[src/rtl/sdram_pkg.sv]
// Shared types and helpers for the SDRAM request queue: request header layout,
// burst-code constants and the beat count derived from a burst code.
package sdram_pkg;

  localparam logic [2:0] BURST_1 = 3'd0;
  localparam logic [2:0] BURST_2 = 3'd1;
  localparam logic [2:0] BURST_4 = 3'd2;
  localparam logic [2:0] BURST_8 = 3'd3;

  localparam int BEATS_W = 4;

  // Fixed-width request fields. The address and write data are parameter-sized,
  // so they travel alongside this header in the FIFO word.
  typedef struct packed {
    logic       write;
    logic       burst;
    logic [2:0] burst_len;
    logic [1:0] byteenable;
  } req_hdr_t;

  // Codes 4-7 are illegal and are treated as the 8-beat code.
  function automatic logic [BEATS_W-1:0] beats_from_code(input logic       burst,
                                                         input logic [2:0] code);
    logic [1:0] c;
    c = code[2] ? BURST_8[1:0] : code[1:0];
    if (!burst) return BEATS_W'(1);
    return BEATS_W'(1) << c;
  endfunction

endpackage

[src/rtl/sdram_sync_fifo.sv]
// Single-clock FIFO with show-ahead read data; pointers carry one extra wrap bit
// so that full and empty are distinguishable.
module sdram_sync_fifo #(
  parameter int WIDTH = 8,
  parameter int DEPTH = 4
) (
  input  logic             clk,
  input  logic             rst_n,
  input  logic             push_i,
  input  logic [WIDTH-1:0] wdata_i,
  input  logic             pop_i,
  output logic [WIDTH-1:0] rdata_o,
  output logic             full_o,
  output logic             empty_o
);

  localparam int PW = $clog2(DEPTH);

  logic [PW:0]      wr_ptr_q, wr_ptr_d;
  logic [PW:0]      rd_ptr_q, rd_ptr_d;
  logic [WIDTH-1:0] mem_q [DEPTH];
  logic             do_push, do_pop;

  assign empty_o = (wr_ptr_q == rd_ptr_q);
  assign full_o  = (wr_ptr_q[PW] != rd_ptr_q[PW]) && (wr_ptr_q[PW-1:0] == rd_ptr_q[PW-1:0]);
  assign do_push = push_i && !full_o;
  assign do_pop  = pop_i && !empty_o;
  assign rdata_o = mem_q[rd_ptr_q[PW-1:0]];

  always_comb begin
    wr_ptr_d = wr_ptr_q;
    rd_ptr_d = rd_ptr_q;
    if (do_push) wr_ptr_d = wr_ptr_q + 1'b1;
    if (do_pop)  rd_ptr_d = rd_ptr_q + 1'b1;
  end

  // NOTE: only the pointers are reset; stale storage is never visible because
  // empty is decided by the pointers alone.
  always_ff @(posedge clk or negedge rst_n) begin
    if (!rst_n) begin
      wr_ptr_q <= '0;
      rd_ptr_q <= '0;
    end else begin
      wr_ptr_q <= wr_ptr_d;
      rd_ptr_q <= rd_ptr_d;
    end
  end

  always_ff @(posedge clk) begin
    if (do_push) mem_q[wr_ptr_q[PW-1:0]] <= wdata_i;
  end

endmodule

[src/rtl/sdram_req_queue.sv]
// Host-side request queue for an SDRAM controller: in-order request FIFO,
// read-beat credit limiting, and a one-cycle registered read-data return path.
module sdram_req_queue
  import sdram_pkg::*;
#(
  parameter int DW     = 16,
  parameter int AW     = 24,
  parameter int DEPTH  = 4,
  parameter int MAX_RD = 16
) (
  input  logic          clk,
  input  logic          rst_n,
  input  logic          host_valid,
  output logic          host_ready,
  input  logic          host_write,
  input  logic [AW-1:0] host_addr,
  input  logic          host_burst,
  input  logic [2:0]    host_burst_len,
  input  logic [DW-1:0] host_wdata,
  input  logic [1:0]    host_byteenable,
  output logic          host_rvalid,
  output logic [DW-1:0] host_rdata,
  output logic          bus_read,
  output logic          bus_write,
  output logic [AW-1:0] bus_addr,
  output logic          bus_burst,
  output logic [2:0]    bus_burst_len,
  output logic [DW-1:0] bus_wdata,
  output logic [1:0]    bus_byteenable,
  input  logic          bus_ready,
  input  logic          bus_rvalid,
  input  logic [DW-1:0] bus_rdata,
  output logic          err_underflow
);

  localparam int HW = $bits(req_hdr_t);
  localparam int FW = AW + DW + HW;
  localparam int RW = $clog2(MAX_RD + 1);

  req_hdr_t            push_hdr, head_hdr;
  logic [FW-1:0]       push_word, head_word;
  logic                fifo_full, fifo_empty, push, pop;
  logic [BEATS_W-1:0]  head_beats;
  logic                issue_rd, underflow;

  logic [RW-1:0]       rd_out_q, rd_out_d;
  logic                ready_en_q;
  logic                host_rvalid_q;
  logic [DW-1:0]       host_rdata_q;
  logic                err_q;

  // Writes are always single-beat, so burst fields are squashed on entry.
  always_comb begin
    push_hdr            = '0;
    push_hdr.write      = host_write;
    push_hdr.burst      = host_write ? 1'b0 : host_burst;
    push_hdr.burst_len  = host_write ? 3'd0 : host_burst_len;
    push_hdr.byteenable = host_byteenable;
  end

  assign push_word  = {host_addr, host_wdata, push_hdr};
  assign host_ready = ready_en_q && !fifo_full;
  assign push       = host_valid && host_ready;

  sdram_sync_fifo #(
    .WIDTH (FW),
    .DEPTH (DEPTH)
  ) u_fifo (
    .clk     (clk),
    .rst_n   (rst_n),
    .push_i  (push),
    .wdata_i (push_word),
    .pop_i   (pop),
    .rdata_o (head_word),
    .full_o  (fifo_full),
    .empty_o (fifo_empty)
  );

  assign head_hdr       = req_hdr_t'(head_word[HW-1:0]);
  assign bus_wdata      = head_word[HW +: DW];
  assign bus_addr       = head_word[HW+DW +: AW];
  assign bus_burst      = head_hdr.burst;
  assign bus_burst_len  = head_hdr.burst_len;
  assign bus_byteenable = head_hdr.byteenable;
  assign head_beats     = beats_from_code(head_hdr.burst, head_hdr.burst_len);

  // A read is only offered once its full beat count fits in the credit window.
  assign bus_write = !fifo_empty && head_hdr.write;
  assign bus_read  = !fifo_empty && !head_hdr.write &&
                     ((int'(rd_out_q) + int'(head_beats)) <= MAX_RD);
  assign pop       = (bus_read || bus_write) && bus_ready;
  assign issue_rd  = bus_read && bus_ready;
  assign underflow = bus_rvalid && (rd_out_q == '0);

  always_comb begin
    rd_out_d = rd_out_q;
    if (issue_rd)                rd_out_d = rd_out_d + RW'(head_beats);
    if (bus_rvalid && !underflow) rd_out_d = rd_out_d - RW'(1);
  end

  // NOTE: sequential state uses non-blocking assignments so every register
  // samples the pre-edge values of the others.
  always_ff @(posedge clk or negedge rst_n) begin
    if (!rst_n) begin
      rd_out_q      <= '0;
      ready_en_q    <= 1'b0;
      host_rvalid_q <= 1'b0;
      host_rdata_q  <= '0;
      err_q         <= 1'b0;
    end else begin
      rd_out_q      <= rd_out_d;
      ready_en_q    <= 1'b1;
      host_rvalid_q <= bus_rvalid;
      host_rdata_q  <= bus_rdata;
      if (underflow) err_q <= 1'b1;
    end
  end

  assign host_rvalid   = host_rvalid_q;
  assign host_rdata    = host_rdata_q;
  assign err_underflow = err_q;

endmodule
[config.mk]
export PLATFORM = sky130hd
export DESIGN_NAME = sdram_req_queue
export DESIGN_NICKNAME = d
export VERILOG_FILES = /design/src/rtl/sdram_pkg.sv /design/src/rtl/sdram_sync_fifo.sv /design/src/rtl/sdram_req_queue.sv
export SDC_FILE = /design/constraint.sdc
export NUM_CORES = 1
export LEC_CHECK = 0
export CAP_MARGIN = 25
export CORE_MARGIN = 3
export CORE_UTILIZATION = 48
export DETAILED_ROUTE_END_ITERATION = 6
export PLACE_DENSITY = 0.76
export SLEW_MARGIN = 20
export SYNTH_ARGS = -nofsm -noshare
export SYNTH_HDL_FRONTEND = slang
export SYNTH_SLANG_ARGS = --single-unit
[constraint.sdc]
create_clock -name clk -period 4.3 [get_ports clk]
set_clock_uncertainty 0.2 [all_clocks]
set_input_delay 0.43 -clock clk [delete_from_list [all_inputs] [get_ports clk]]
set_output_delay 0.43 -clock clk [all_outputs]
set_load 0.01 [all_outputs]
==> results of run 1 <==
layer usage:
metal	global-route usage (%)	vias to the layer above	wire length [um]
li1	-	1910	-
met1	22.7	2161	6460
met2	28.0	143	7870
met3	4.67	26	1120
met4	3.94	0	311
met5	0	-	0
final cells by class:
type                    instances  area [um^2]  area share (%)
multi-input cells             146         1900            17.4
flip-flops and latches        218         6400            58.5
inverters                      11         41.3           0.377
clock buffers                  24          579            5.29
clock inverters                18          213            1.94
repair buffers                156         1530            14.0
well taps                     220          275            2.52
flip-flops by register name, summed over array words and instances (netlist names):
name             flops
err_underflow        1
host_rdata          16
u_fifo.rd_ptr_q      3
u_fifo.wr_ptr_q      3
u_fifo.mem_q       188
host_rvalid          1
rd_out_q             5
ready_en_q           1
worst max-delay path, delay by kind of cell (launching register included):
family          cells  cell delay, ns
compound gates      2            0.53
fa+ha+maj           2            0.76
buf+inv             2            0.18
simple gates        4            0.65
flops               1            0.45
mux                 2            0.63
power breakdown:
group	internal (mW)	switching, mW
clock network	1.23	0.789
logic	1.50	1.31
registers	2.60	0.116
kinds of logic after synthesis:
family / share of synthesized area, %
buffers and inverters: 1.22
and+or+nand+nor: 2.86
muxes: 13.8
xor gates and xnor gates: 1.37
DFF: 77.0
AOI/OAI and AO/OA: 2.00
other: 0.0451
adders and majority gates: 1.75
metrics by stage:
stage	std cells	power (mW)	TNS [ns]	util (%)
2_1_floorplan	387	4.33	0	-
3_3_place_gp	745	5.39	0	59.9
3_5_place_dp	745	5.41	-0.117	59.9
4_1_cts	789	7.54	-0.0267	64.8
5_1_grt	793	7.97	-0.305	65.3
6_report	793	7.55	-0.0184	65.3
cells in the final DEF (no fill, tap or decap), types with 5 or more instances in the layout:
| cell type | n |
|---|---|
| clkbuf_16 | 23 |
| mux2i_1 | 5 |
| nor2b_1 | 5 |
| edfxtp_1 | 188 |
| nand2_1 | 8 |
| inv_1 | 10 |
| xnor2_1 | 8 |
| nor2_1 | 8 |
| dfrtp_1 | 28 |
| mux4_2 | 46 |
| buf_4 | 19 |
| ha_1 | 8 |
| clkinv_2 | 6 |
| clkdlybuf4s50_1 | 133 |
worst max-delay path by stage:
stage	end	cells past startpoint	startpoint
floorplan	rd_out_q[4]	18	u_fifo.rd_ptr_q[0]
global placement	bus_read	12	u_fifo.rd_ptr_q[0]
detailed placement	bus_read	12	u_fifo.rd_ptr_q[0]
CTS	bus_read	12	u_fifo.rd_ptr_q[0]
global route	bus_read	12	u_fifo.rd_ptr_q[0]
finish	bus_read	12	u_fifo.rd_ptr_q[0]
what timing repair did:
| action | 4_1_cts | 5_1_grt |
|---|---|---|
| pin swaps | 3 | 3 |
| buffers inserted | 2 | 5 |
| setup endpoints to repair | 2 | 2 |
| gates resized for setup | 12 | 10 |
==> out/qor.txt, run 1 <==
failing checks = setup timing
final HPWL from detailed placement = 9750 um
initial core utilization = 49.6%
share of cells above drive strength 1 = 24.1%
Die Y = 138 um
Syn. warnings = 0
DP Area = 10000 um^2
post-placement setup slack = -0.0657 ns
post-synth top area share = 68.0%
via count = 4240
Worst VDD drop = 414 uV
nets = 635
number of synthesized flops with an enable pin = 188
PortBufs = 134
Post-synth ARST share = 13.8%
Post-synth top cells = 188 x edfxtp_1, 46 x mux4_2, 30 x dfrtp_1, 11 x inv_1, 10 x ha_1
fin. max-slew vios = 0
FILL cells = 1104
Clock Pin Slew Worst Setup and Hold Paths = 0.06 ns
max-cap viol count = 0
final hold viol count = 0
hold_buf cts = 0
largest area contributor in the netlist = edfxtp_1
Setup crit start kind = register
Post-Synthesis Cells = 387
worst r2r dst = rd_out_q[4]
post-route cell area = 10900 um^2
final worst setup slack = -0.0184 ns
Remaining DRCs = 0
crit-path max FO = 4
Hold Path Class = in -> async
Num CTS Buffers = 23
Antenna Cells = 0
period utilization = 100%
pwr dens = 690 nW/um^2
routed wire length = 15800 um
number of global-route vias before repair = 4556
status = finished with violations
final setup violation count = 1
root buf cell = clkbuf_16
WS Path Type = reg -> out
CP endpoint kind = output port
total core area = 16800 um^2
WHS = 0.124 ns
R2R depth = 17
Mapped Nets = 466
Pre-antenna DRT Iters = 4
cell-by-cell trace of the critical path = mux4_2 -> or2_4 -> o21ai_2 -> ha_2 -> inv_2 -> fa_2 -> nand2b_4 -> nor3b_2 -> mux2i_1 -> a2111o_1 -> nor2_2 -> buf_2
I/O pins = 135
GP Congestion = 0.836
post-synthesis sequential area ratio = 77.0%
CP required = 3.67 ns
Avg Inst Size Synth = 21.5 um^2
minimum clock period = 4.32 ns
initial antenna violation count = 0
mapped cell area = 8310 um^2
later-pin clock latency in the skew report = 0.51 ns
Die W = 138 um
overall routing resource usage = 17.0%
FF+latch count, synth = 218
r2r startpoint = u_fifo.rd_ptr_q[0]
clk sink count = 218
TritonCTS clock tree = done
total congestion overflow = 0
Slowest-stage cell, CP = fa_2
Cell Rows = 47
htree depth = 1
Leak = 3.80 nW
top cells by area, synth = edfxtp_1 68%, mux4_2 12%, dfrtp_1 9.0%, ha_1 1.5%, xnor2_1 0.95%
Detailed Route Iter0 Violations = 209
Least-Margin Pin Slew = 0.709 ns
Netlist cell types = 44
max incr delay on CP = 0.57 ns
largest net degree at the start of global routing = 48
Final ANT Viol Nets = 0
reg2reg setup slack = 0.12 ns
Worst Path Arrival = 3.69 ns
Avg WL per Cell = 19.9 um
most common cell in the synthesized netlist = edfxtp_1
Worst slew margin = 52.7%
Die ar. = 18900 um^2
top_reg_cell synth = edfxtp_1
CTS Buffer Depth = 3
Vias/cell = 5.35
Max Fclk = 232 MHz
RSZ-0062 raised after global routing = true
P&R area growth vs syn = 31.7%
first-pass GRT wire length = 24600 um
Power figures use the tool's default switching activity.
==> run 2, diff against run 1 <==
--- a/config.mk
+++ b/config.mk
@@ -10,6 +10,7 @@
 export CORE_UTILIZATION = 48
 export DETAILED_ROUTE_END_ITERATION = 6
 export PLACE_DENSITY = 0.76
+export SKIP_CTS_REPAIR_TIMING = 1
 export SLEW_MARGIN = 20
 export SYNTH_ARGS = -nofsm -noshare
 export SYNTH_HDL_FRONTEND = slang
==> out/qor.txt, run 2 (same netlist as run 1, synthesis figures left out) <==
status = finished with violations
failing checks = setup timing
met1 usage = 22.7% (+0.051 points)
Worst VDD drop = 428 uV (+3.4%)
final hold viol count = 0 (unchanged)
Largest register FFs = 188 (unchanged)
Leak = 3.80 nW (about the same)
Remaining DRCs = 0 (unchanged)
total congestion overflow = 0 (unchanged)
max incr delay on CP = 0.56 ns (about the same)
Antenna Cells = 0 (unchanged)
DP Area = 10000 um^2 (unchanged)
Int Power = 5.34 mW (+0.12%)
worst r2r dst = rd_out_q[4]
minimum clock period = 4.35 ns (+0.0300 ns)
reg2reg setup slack = 0.05 ns (-0.07 ns)
via count = 4269 (+0.68%)
clock power share = 26.6% (about the same)
number of global-route vias before repair = 4522 (-0.75%)
htree depth = 1 (unchanged)
Cell Rows = 47 (unchanged)
Die ar. = 18900 um^2 (unchanged)
Num CTS Buffers = 23 (unchanged)
cell-by-cell trace of the critical path = mux4_2 -> or2_4 -> o21ai_2 -> ha_2 -> inv_2 -> fa_2 -> nand2b_4 -> nor3b_2 -> mux2i_1 -> a2111o_1 -> nor2_2 -> buf_2
crit-path max FO = 4 (unchanged)
root buf cell = clkbuf_16
total core area = 16800 um^2 (unchanged)
R2R depth = 17 (unchanged)
fin. max-slew vios = 0 (unchanged)
pwr dens = 694 nW/um^2 (+0.58%)
final setup violation count = 1 (unchanged)
CP required = 3.67 ns (about the same)
r2r startpoint = u_fifo.rd_ptr_q[0]
largest net degree at the start of global routing = 48 (unchanged)
Clock Pin Slew Worst Setup and Hold Paths = 0.06 ns (about the same)
routed wire length = 15900 um (+1.0%)
first-pass GRT wire length = 24600 um (-0.17%)
Final ANT Viol Nets = 0 (unchanged)
period utilization = 101% (+0.70 points)
GP Congestion = 0.836 (unchanged)
post-route cell area = 11000 um^2 (+0.12%)
Comb power frac = 37.6% (+0.3 points)
clk sink count = 218 (unchanged)
WHS = 0.123 ns (-0.00121 ns)
I/O pins = 135 (unchanged)
Pre-antenna DRT Iters = 6 (+2)
Placed Instances = 745 (unchanged)
share of cells above drive strength 1 = 24.5% (+0.39 points)
commonest cells after routing, fill and taps aside = 188 x edfxtp_1, 133 x clkdlybuf4s50_1, 46 x mux4_2
Fin Setup TNS = -0.0484 ns (-0.0300 ns)
post-placement setup slack = -0.0657 ns (unchanged)
later-pin clock latency in the skew report = 0.51 ns (about the same)
nets = 634 (-0.16%)
PortBufs = 134 (unchanged)
CTS Buffer Depth = 3 (unchanged)
RSZ-0062 raised after global routing = true
Worst slew margin = 51.8% (-0.96 points)
TritonCTS clock tree = done
Worst Path Arrival = 3.72 ns (+0.03 ns)
P&R area growth vs syn = 31.9%
Avg WL per Cell = 20.1 um (+1.1%)
overall routing resource usage = 16.9% (-0.032 points)
Hold Path Class = in -> async
Critical Path Start = u_fifo.rd_ptr_q[0]
Setup crit start kind = register
Detailed Route Iter0 Violations = 216 (+3.3%)
Sw Share = 29.8% (+0.40 points)
Seq pwr share = 35.8% (-0.2 points)
initial core utilization = 49.6% (unchanged)
final HPWL from detailed placement = 9750 um (unchanged)
WS Path Type = reg -> out
CP endpoint kind = output port
max-cap viol count = 0 (unchanged)
final cell count without fillers = 792 (-0.13%)
final worst setup slack = -0.0484 ns (-0.0300 ns)
Vias/cell = 5.39 (+0.81%)
Max Fclk = 230 MHz (-0.69%)
Slowest-stage cell, CP = fa_2
met3 Track Usage GR = 4.67% (unchanged)
switching pwr = 2.26 mW (+2.1%)
Die W = 138 um (unchanged)
Least-Margin Pin Slew = 0.723 ns (+0.0144 ns)
busiest metal layer after global routing = met2
leading cell type in the layout, fill and taps excluded = edfxtp_1
met2 Usage GRT = 27.9% (-0.14 points)
Die Y = 138 um (unchanged)
initial antenna violation count = 0 (unchanged)
-- run 2: how the worst max path moves through the flow --
stage                              to  cells after the start
after floorplan           rd_out_q[4]                     18
after global placement       bus_read                     12
after detailed placement     bus_read                     12
after CTS                    bus_read                     12
after global routing         bus_read                     12
final                        bus_read                     12
-- run 2: critical path: cells and delay by family (launching register included) --
family / cells / cell delay, ns
fa+ha+maj: 2 / 0.75
simple gates: 4 / 0.67
mux: 2 / 0.62
compound gates: 2 / 0.54
flops: 1 / 0.45
buf+inv: 2 / 0.18
-- run 2: power by group through the flow --
stage | clock network (mW) | registers (mW) | logic, mW
finish | 2.02 | 2.72 | 2.86
CTS | 2.07 | 2.71 | 2.68
detailed placement | 0 | 2.76 | 2.66
global route | 2.16 | 2.74 | 3.11
floorplan | 0 | 2.72 | 1.61
global placement | 0 | 2.74 | 2.65
-- run 2: area by class of cell --
| type | instances | area, um^2 |
|---|---|---|
| repair buffers | 155 | 1530 |
| fillers | 1101 | 5800 |
| clock buffers | 24 | 579 |
| multi-input cells | 146 | 1920 |
| clock inverters | 18 | 213 |
| flip-flops and latches | 218 | 6400 |
| inverters | 11 | 41.3 |
| well taps | 220 | 275 |
-- run 2: metrics by stage --
stage                     util, %  power (mW)
after floorplan                 -        4.33
after CTS                    64.6        7.47
after global routing         65.4        8.01
after detailed placement     59.9        5.41
after global placement       59.9        5.39
final                        65.4        7.60
-- run 2: metal layers --
layer,vias to the layer above,routed length (um)
li1,1906,-
met3,22,1200
met4,0,267
met1,2192,6500
met2,149,7950
met5,-,0
